### src/rtl/adc_spi_responder.sv
// Device-side model of an LTC2308-style 4-wire serial ADC. It answers CONVST/SCK/SDI frames
// with 12-bit samples from a channel-indexed source and captures the 6-bit config word.
module adc_spi_responder #(
    parameter int unsigned DATA_WIDTH  = 12,
    parameter int unsigned CFG_WIDTH   = 6,
    parameter int unsigned CONV_CYCLES = 80
) (
    input  logic                  clk,
    input  logic                  reset,
    input  logic                  adc_convst,
    input  logic                  adc_sck,
    input  logic                  adc_sdi,
    output logic                  adc_sdo,
    output logic [2:0]            ch_sel,
    input  logic [DATA_WIDTH-1:0] ch_data,
    output logic [CFG_WIDTH-1:0]  cfg_out,
    output logic                  cfg_valid,
    output logic                  busy,
    output logic                  frame_error
);

    localparam int unsigned CntW = (CONV_CYCLES > 1) ? $clog2(CONV_CYCLES) : 1;
    localparam int unsigned BitW = $clog2(DATA_WIDTH + 1);
    localparam logic [CntW-1:0] ConvLoad = CntW'(CONV_CYCLES - 1);
    localparam logic [BitW-1:0] CfgBits  = BitW'(CFG_WIDTH);
    localparam logic [BitW-1:0] DataBits = BitW'(DATA_WIDTH);

    typedef enum logic [1:0] {StIdle, StConvert, StShift} state_e;

    state_e                state_q, state_d;
    logic [DATA_WIDTH-1:0] shift_q, shift_d;
    logic [CFG_WIDTH-1:0]  cfg_shift_q, cfg_shift_d;
    logic [CFG_WIDTH-1:0]  cfg_q, cfg_d;
    logic [CntW-1:0]       conv_cnt_q, conv_cnt_d;
    logic [BitW-1:0]       bit_cnt_q, bit_cnt_d;
    logic                  sdo_q, sdo_d;
    logic                  cfg_valid_q, cfg_valid_d;
    logic                  frame_error_q, frame_error_d;

    // Two synchronizer stages plus one history stage for edge detection.
    logic [2:0] convst_sync, sck_sync;
    logic [1:0] sdi_sync;
    logic       convst_rise, sck_rise, sck_fall, sdi_s;

    assign convst_rise = convst_sync[1] & ~convst_sync[2];
    assign sck_rise    = sck_sync[1] & ~sck_sync[2];
    assign sck_fall    = ~sck_sync[1] & sck_sync[2];
    assign sdi_s       = sdi_sync[1];

    always_ff @(posedge clk) begin
        if (reset) begin
            convst_sync   <= '0;
            sck_sync      <= '0;
            sdi_sync      <= '0;
            state_q       <= StIdle;
            shift_q       <= '0;
            cfg_shift_q   <= '0;
            cfg_q         <= '0;
            conv_cnt_q    <= '0;
            bit_cnt_q     <= '0;
            sdo_q         <= 1'b0;
            cfg_valid_q   <= 1'b0;
            frame_error_q <= 1'b0;
        end else begin
            convst_sync   <= {convst_sync[1:0], adc_convst};
            sck_sync      <= {sck_sync[1:0], adc_sck};
            sdi_sync      <= {sdi_sync[0], adc_sdi};
            state_q       <= state_d;
            shift_q       <= shift_d;
            cfg_shift_q   <= cfg_shift_d;
            cfg_q         <= cfg_d;
            conv_cnt_q    <= conv_cnt_d;
            bit_cnt_q     <= bit_cnt_d;
            sdo_q         <= sdo_d;
            cfg_valid_q   <= cfg_valid_d;
            frame_error_q <= frame_error_d;
        end
    end

    always_comb begin
        state_d       = state_q;
        shift_d       = shift_q;
        cfg_shift_d   = cfg_shift_q;
        cfg_d         = cfg_q;
        conv_cnt_d    = conv_cnt_q;
        bit_cnt_d     = bit_cnt_q;
        cfg_valid_d   = 1'b0;
        frame_error_d = 1'b0;
        // SDO is registered so the MSB appears one clk after busy drops.
        sdo_d         = (state_q == StShift) ? shift_q[DATA_WIDTH-1] : 1'b0;

        if (convst_rise) begin
            // CONVST has priority; any SCK edge detected this cycle is dropped.
            frame_error_d = (state_q != StIdle);
            shift_d       = ch_data;
            conv_cnt_d    = ConvLoad;
            bit_cnt_d     = '0;
            cfg_shift_d   = '0;
            state_d       = StConvert;
        end else begin
            unique case (state_q)
                StIdle: begin
                end
                StConvert: begin
                    frame_error_d = sck_rise;
                    if (conv_cnt_q == '0) begin
                        state_d = StShift;
                    end else begin
                        conv_cnt_d = conv_cnt_q - CntW'(1);
                    end
                end
                StShift: begin
                    if (sck_rise) begin
                        if (bit_cnt_q < CfgBits) begin
                            cfg_shift_d = {cfg_shift_q[CFG_WIDTH-2:0], sdi_s};
                        end
                        if (bit_cnt_q < DataBits) begin
                            bit_cnt_d = bit_cnt_q + BitW'(1);
                        end
                    end else if (sck_fall) begin
                        shift_d = {shift_q[DATA_WIDTH-2:0], 1'b0};
                        if (bit_cnt_q == DataBits) begin
                            cfg_d       = cfg_shift_q;
                            cfg_valid_d = 1'b1;
                            state_d     = StIdle;
                        end
                    end
                end
                default: state_d = StIdle;
            endcase
        end
    end

    assign adc_sdo     = sdo_q;
    assign busy        = (state_q == StConvert);
    assign cfg_out     = cfg_q;
    assign ch_sel      = cfg_q[4:2];
    assign cfg_valid   = cfg_valid_q;
    assign frame_error = frame_error_q;

endmodule

### config.mk
export PLATFORM = sky130hd
export DESIGN_NAME = adc_spi_responder
export DESIGN_NICKNAME = d
export VERILOG_FILES = /design/src/rtl/adc_spi_responder.sv
export SDC_FILE = /design/constraint.sdc
export NUM_CORES = 1
export LEC_CHECK = 0
export CAP_MARGIN = 20
export CELL_PAD_IN_SITES_DETAIL_PLACEMENT = 1
export CELL_PAD_IN_SITES_GLOBAL_PLACEMENT = 1
export CORE_ASPECT_RATIO = 1.75
export CORE_MARGIN = 10
export CORE_UTILIZATION = 25
export CTS_BUF_LIST = sky130_fd_sc_hd__clkbuf_16
export DETAILED_ROUTE_END_ITERATION = 10
export GPL_TIMING_DRIVEN = 0
export PLACE_DENSITY = 0.5
export SETUP_SLACK_MARGIN = 0.2
export SYNTH_ARGS = -nofsm -noshare
export SYNTH_HDL_FRONTEND = slang
export SYNTH_SLANG_ARGS = --single-unit
### constraint.sdc
create_clock -name clk -period 2.9 [get_ports clk]
set_clock_uncertainty 0.15 [all_clocks]
set_input_delay 0.725 -clock clk [delete_from_list [all_inputs] [get_ports clk]]
set_output_delay 0.725 -clock clk [all_outputs]
set_load 0.005 [all_outputs]
After elaboration in Yosys (flattened, before gate mapping)
Cells that the tools add are included.
{ "totals": {"reg_bits": 48, "input_bits": 17, "out_inout_bits": 13} }
{ "op_classes": {"addsub": 2, "muxes": 16, "reduce_logical": 17, "eq_ne": 14, "n_bitwise": 12, "n_lt_le_gt_ge": 2} }
{ "ops": {"columns": ["op", "count"], "rows": [
  ["2-to-1 mux 12 bit", 4],
  ["2-to-1 mux 7 bit", 3],
  ["AND reduction 5 bit", 3],
  ["inequality test 2 bit (second input constant)", 5],
  ["inverter 1 bit", 9],
  ["AND reduction 3 bit", 3],
  ["2-to-1 mux 2 bit", 4],
  ["nonzero test 2 bit", 4],
  ["logical NOT 7 bit", 1],
  ["subtractor 7 x 1 -> 7 bit (second input constant)", 1],
  ["inequality test 3 bit (second input constant)", 2],
  ["case mux 2 bit (3 select lines)", 1],
  ["OR reduction 5 bit", 1],
  ["adder 4 x 1 -> 4 bit (second input constant)", 1],
  ["equality test 4 bit (second input constant)", 1],
  ["< comparator 4 x 3 -> 1 bit (second input constant)", 1],
  ["< comparator 4 bit (second input constant)", 1],
  ["2-to-1 mux 1 bit", 4],
  ["inequality test 2 x 1 -> 1 bit (second input constant)", 2],
  ["AND reduction 2 bit", 2],
  ["OR reduction 2 bit", 2],
  ["bitwise AND 1 bit", 3],
  ["inequality test 3 x 1 -> 1 bit (second input constant)", 1],
  ["inequality test 3 x 2 -> 1 bit (second input constant)", 1],
  ["3 further kinds", 3]
]} }

Logic depth before layout (Yosys ltp)
Gate-level depths: netlist of run 1.
{ "logic_depth": {"word_depth": 6, "depth_mapped": 6, "mapped_depth_nobuf": 6} }

Worst setup path before layout of run 1
Ideal clock, no wire load.
{ "synth_timing": {"path_kind": "in2reg", "from": "input reset", "to": "register bit_cnt_q[0]", "arrival_ps": 1488, "n_path_buf": 2, "path_stages": 4, "slack_ps": 1133, "setup_time_ps": 129, "path_cell_list": "clkbuf_1 nand2b_1 buf_1 nor2_1"} }
{ "synth_between": {"elab_chain_cells": 1} }
{ "synth_lines": {"columns": ["element", "line_no", "source"], "rows": [
  ["start, declared", "9", "input logic reset,"],
  ["OR reduction 2 bit (no source line)", null, null],
  ["end signal, assigned", "73", "bit_cnt_q <= bit_cnt_d;"],
  ["end, declared", "35", "logic [BitW-1:0] bit_cnt_q, bit_cnt_d;"]
]} }
No other way between the ends.
A chain may end at the register's enable or synchronous reset.

Final worst setup path of run 1
{ "layout_timing": {"from": "register state_q[1]", "to": "output busy"} }
{ "layout_between": {"elab_chain_cells": 1} }
{ "layout_lines": {"columns": ["element", "line_no", "source"], "rows": [
  ["start, declared", "30", "state_e state_q, state_d;"],
  ["start signal, assigned", "55", "state_q <= StIdle;"],
  ["start signal, assigned", "68", "state_q <= state_d;"],
  ["equality test 2 x 1 -> 1 bit", "135", "assign busy = (state_q == StConvert);"],
  ["end, declared", "18", "output logic busy,"]
]} }
No other way between the ends.

==> results of run 1 <==
-- power groups by stage --
stage	clock (uW)	combinational, uW	sequential, uW
detailed placement	0	113	713
finish	552	111	697
global placement	0	112	713
floorplan	0	72.4	707
CTS	577	114	698
global route	602	125	701
-- through the flow --
step                utilization (%)  hold slack (ps)  instances
floorplan                         -              264        196
global placement               30.9              270        312
detailed placement             30.9              278        312
CTS                            32.7              293        320
global route                   32.7              311        320
finish                         32.7              286        320
-- cells in the mapped netlist (2+ instances only) --
cell	number
a211oi_1	13
dfxtp_1	48
nand2b_1	3
nand3b_1	2
mux2i_1	23
o211ai_1	2
ha_1	3
nor2b_1	9
inv_1	4
clkbuf_1	8
xnor2_1	3
buf_4	4
xor2_1	4
nor2_1	29
nor4bb_1	3
nor3_1	2
a21oi_1	9
nand2_1	5
nand3_1	3
-- state kept, by name (all words and copies together) (netlist names) --
signal / flops
adc_sdo: 1
frame_error: 1
shift_q: 12
cfg_shift_q: 6
state_q: 2
convst_sync: 3
bit_cnt_q: 4
cfg_out: 6
conv_cnt_q: 7
sdi_sync: 2
sck_sync: 3
cfg_valid: 1
-- routing by layer --
layer | part of all wire (%) | routed length [um] | global-route usage [%] | up-vias
li1 | - | - | - | 748
met1 | 40 | 1830 | 7.31 | 684
met2 | 53 | 2390 | 15.3 | 28
met3 | 4.5 | 206 | 2.78 | 5
met4 | 2.5 | 115 | 4.61 | 0
met5 | 0 | 0 | 0 | -
-- cells by family (layout without fill, tap and decap cells) --
kind of cell	count (synthesis)	in the layout
AOI/OAI and AO/OA	29	29
xor gates and xnor gates	7	7
adders and majority gates	3	3
buffers and inverters	18	54
DFF	48	48
muxes	23	23
and+or+nand+nor	68	68
-- path summary, 6_finish.rpt --
path | to | slack (ps) | cells after the start
worst min register to register | sck_sync[1] | 290 | 1
worst max register to register | cfg_out[3] | 1000 | 4
worst max-delay path | busy | 480 | 2
worst min-delay path | sck_sync[1] | 290 | 1
-- worst max-delay path, stage by stage, from the launching register on --
cell and delay, ps:
dfxtp_1 380, and2b_1 330, clkdlybuf4s50_1 550
-- area by class of cell --
| class | instances | area share, % |
|---|---|---|
| flip-flops and latches | 48 | 38.6 |
| multi-input cells | 130 | 36.9 |
| repair buffers | 28 | 11.3 |
| clock buffers | 5 | 5.02 |
| well taps | 88 | 4.42 |
| plain buffers | 14 | 2.76 |
| inverters | 4 | 0.603 |
| clock inverters | 3 | 0.452 |
==> reports/qor.csv, run 1 <==
stage;metric;value;unit
routing;drc;0;
layout;area_delta_synth_final;26.8;%
floorplan;core-area;0.00762;mm^2
worst_setup_path;required;2030;ps
pwr;power.total;1360;uW
place;pre_cts_ws;775;ps
logic_synthesis;synth_warnings;0;
logic_synthesis;synth-edff-count;0;
timing;fmax;0.414;GHz
status;status;completed;
job;drv_cap;0;
worst_setup_path;worstPathArrival;1540;ps
timing;hold_viol_final;0;
floorplan;dieArea;0.0119;mm^2
worst_setup_path;worstSetupStartpoint;state_q[1];
timing;slew_violations;0;
worst_setup_path;cp_max_fo;8;
cts;insertion_delay;290;ps
routing;wl_per_cell;14.2;um
logic_synthesis;syn-cell-area;0.00196;mm^2
routing;drt-initial-drc-count;49;
logic_synthesis;synth_ff_type;dfxtp_1;
global_route;gr-total-overflow;0;
global_route;grt_use_total;8.18;%
timing;rsz0062_at_grt;no;
routing;drt-total-wl;4540;um
logic_synthesis;yosys.area_share.xor_xnor;3.12;%
pwr;power.share.combinational;8.1;%
global_route;grt_max_degree;14;
logic_synthesis;yosys.area.top_type;dfxtp_1;
logic_synthesis;synth.avg_cell_area;10.0;um^2
timing;finalSetupTns;0;ps
layout;layout_common_cells;dfxtp_1 (48), nor2_1 (29), clkdlybuf4s50_1 (28);
layout;fill_cells;867;
logic_synthesis;synth_compound_area_share;11.1;%
layout;regArea;961;um^2
routing;dr.pass1.iters;3;
pwr;power.density;546;mW/mm^2
hold_path;hold_path_startpoint;sck_sync[0];
logic_synthesis;synth_top_family_by_area;simple AND/OR/NAND/NOR gates;
logic_synthesis;synthSimpleGateAreaFrac;18.9;%
logic_synthesis;yosys.cell_types.count;38;
cts;cts_tree;built;
logic_synthesis;synth.area.mux_share;11.7;%
floorplan;pin_count;30;
layout;multi_input_comb_area;920;um^2
layout;antenna_cells;0;
worst_setup_path;critical_path.endpoint_type;primary output;
floorplan;die_w;87.0;um
timing;final-setup-viol-count;0;
logic_synthesis;yosys.area_share.adder;1.91;%
layout;nNetsFinal;251;
cts;cts_hold_buf;0;
layout;design_area;0.00249;mm^2
pwr;sw_frac_of_total;23.0;%
logic_synthesis;synth_seq_cells;48;
routing;vias;1465;
pwr;pwr-share-clk;40.6;%
cts;clk_pin_slew_worst_paths;60;ps
cts;clock-sinks;48;
logic_synthesis;synth.area.top_cells;dfxtp_1 (49%), mux2i_1 (12%), nor2_1 (5.5%);
layout;drive_above_1_share;6.90;%
pwr;ir_drop;372;uV
timing;relSlewSlack;65.4;%
cts;cts_setup_buffers;0;
cts;cts_made_buffers;5;
logic_synthesis;synth_top_area_share;48.9;%
logic_synthesis;syn_inst;196;
routing;ant_nets;0;
pwr;p_int;1050;uW
hold_path;hp-class;reg2reg;
cts;htreeDepth;2;
timing;finalCriticalPeriod;2420;ps
routing;drt-vias-per-instance;4.58;
logic_synthesis;async_flop_share;0;%
timing;worstMarginPinSlew;514;ps
timing;period_share;83.4;%
global_route;antenna_found_initial;0;
worst_setup_path;worstReg2RegStart;bit_cnt_q[2];
pwr;power_leakage;0.000951;uW
global_route;grt_pass1_wl;7670;um
logic_synthesis;synth_seq_area_share;48.9;%
floorplan;fp.dieH;137;um
place;routabilityCongestion;0.718;
cts;ctsResizeCount;0;
timing;worst_slack;482;ps
pwr;netSwitchingPower;313;uW
place;port_buffers;28;
floorplan;num_rows;42;
floorplan;start_util;25.8;%
logic_synthesis;syn_nets;216;
global_route;grt_pass1_vias;1630;
place;dpl.hpwl;3400;um
pwr;pwr-share-seq;51.3;%
worst_setup_path;worstSetupPathType;reg2out;
cts;cts-root-buf;clkbuf_16;
place;post_dp_cell_area;0.00235;mm^2
layout;final_common_cell;dfxtp_1;
cts;cts_max_path_buffers;2;
worst_setup_path;start_kind;flop;
Power figures use the tool's default switching activity.
==> inputs of run 2 (changes only) <==
==> constraint.sdc (replaced) <==
create_clock -name clk -period 2.5 [get_ports clk]
set_clock_uncertainty 0.15 [all_clocks]
set_input_delay 0.625 -clock clk [delete_from_list [all_inputs] [get_ports clk]]
set_output_delay 0.625 -clock clk [all_outputs]
set_load 0.005 [all_outputs]
==> run 2 against run 1 <==
Sequential cell count unchanged. Worst hold slack unchanged. Design area grew 0.15%. Clock-buffer cell count unchanged. Utilization about the same. Register-to-register slack worse by 400 ps. Critical endpoint unchanged. Largest cell class unchanged. Largest power group unchanged.
==> reports/qor.csv, run 2 (synthesis gave the netlist of run 1 again) <==
stage;metric;value;unit
worst_setup_path;worstReg2RegStart;bit_cnt_q[2];
cts;clock-sinks;48;
cts;cts-root-buf;clkbuf_16;
worst_setup_path;cp_max_fo;8;
layout;largestRegisters;shift_q (12), conv_cnt_q (7);
timing;finalSetupTns;0;ps
cts;cts_max_path_buffers;2;
cts;cts_tree;built;
place;post_dp_cell_area;0.00235;mm^2
worst_setup_path;rrSetupSlack;600;ps
layout;fill_cells;866;
layout;final_common_cell;dfxtp_1;
hold_path;hold_path_startpoint;sck_sync[0];
worst_setup_path;required;1730;ps
global_route;grt_pass1_wl;7670;um
layout;layout_common_cells;dfxtp_1 (46), nor2_1 (29), clkdlybuf4s50_1 (28);
timing;period_share;89.0;%
timing;slew_violations;0;
floorplan;core-area;0.00762;mm^2
routing;drt-vias-per-instance;4.59;
timing;relSlewSlack;65.8;%
routing;drt-initial-drc-count;50;
hold_path;hold_end;sck_sync[1];
pwr;power_leakage;0.000952;uW
place;routabilityCongestion;0.718;
routing;ant_nets;0;
pwr;ir_drop;432;uV
floorplan;dieArea;0.0119;mm^2
cts;cts_setup_buffers;0;
routing;vias;1470;
place;dpl.hpwl;3400;um
floorplan;pin_count;30;
layout;design_area;0.00249;mm^2
floorplan;num_rows;42;
layout;regMostFlops;shift_q;
status;status;completed;
timing;final-setup-viol-count;0;
pwr;power.density;632;mW/mm^2
floorplan;start_util;25.8;%
global_route;grt_use_total;8.18;%
worst_setup_path;r2r_end;cfg_out[3];
job;drv_cap;0;
layout;area_delta_synth_final;27.0;%
cts;cts_made_buffers;5;
routing;wl_per_cell;14.2;um
timing;finalCriticalPeriod;2220;ps
hold_path;hp-class;reg2reg;
floorplan;fp.dieH;137;um
routing;drc;0;
worst_setup_path;reg2reg_depth;4;
place;port_buffers;28;
cts;insertion_delay;290;ps
timing;fmax;0.450;GHz
layout;nNetsFinal;251;
routing;dr.pass1.iters;3;
worst_setup_path;worstSetupPathType;reg2out;
cts;htreeDepth;2;
layout;antenna_cells;0;
layout;drive_above_1_share;8.19;%
timing;worstMarginPinSlew;508;ps
hold_path;whs_path_depth;1;
global_route;grt_pass1_vias;1630;
global_route;grt_max_degree;14;
global_route;gr-total-overflow;0;
routing;drt-total-wl;4550;um
cts;clk_pin_slew_worst_paths;60;ps
floorplan;die_w;87.0;um
worst_setup_path;critical_path.endpoint_type;primary output;
timing;rsz0062_at_grt;no;
layout;largest_reg_flops;12;
timing;hold_viol_final;0;
global_route;antenna_found_initial;0;
worst_setup_path;start_kind;flop;
worst_setup_path;worstPathArrival;1450;ps
==> run 2: worst max path at each step <==
stage	start	cells past startpoint	endpoint	slack (ps)
global placement	state_q[1]	2	busy	470
detailed placement	state_q[0]	2	busy	470
finish	state_q[1]	2	busy	280
floorplan	state_q[1]	4	conv_cnt_q[5]	810
CTS	state_q[0]	2	busy	210
global route	state_q[1]	2	busy	210
==> run 2: metrics by stage <==
step | utilization [%] | cells | setup WS [ps] | total power [uW] | hold WS, ps
after floorplan | - | 196 | 815 | 904 | 264
after global placement | 30.9 | 312 | 469 | 957 | 270
after detailed placement | 30.9 | 312 | 475 | 958 | 278
after CTS | 32.7 | 320 | 206 | 1610 | 293
after global routing | 32.7 | 320 | 212 | 1660 | 311
final | 32.7 | 320 | 276 | 1580 | 286
==> run 2: power breakdown <==
group / total, uW / switching (uW) / internal, uW
clock: 639 / 279 / 360
combinational: 128 / 64.0 / 64.4
sequential: 809 / 19.3 / 790
total: 1580 / 363 / 1210
==> run 2: critical path: stages, from the launching register on <==
cell and delay [ps]:
dfxtp_2 360, and2b_2 280, clkdlybuf4s50_1 520
==> run 2: area by class of cell <==
cell class	instances	area, um^2	area share [%]
Buffer	14	68.8	2.76
Clock buffer	5	125	5.02
Clock inverter	3	11.3	0.451
Inverter	4	15.0	0.602
Multi-Input combinational cell	130	921	36.9
Sequential cell	48	963	38.6
Tap cell	88	110	4.41
Timing Repair Buffer	28	280	11.2
==> run 2: repair_timing <==
item                                    CTS  global route
resized for setup                         2             1
endpoints found under the setup margin    1             1
hold buffers                              0             0
==> run 2: layer usage <==
layer	wire length, um	vias to the layer above	global-route usage (%)
met5	0	-	0
met4	115	0	4.61
met3	205	5	2.78
met2	2400	28	15.3
met1	1830	689	7.31
li1	-	748	-
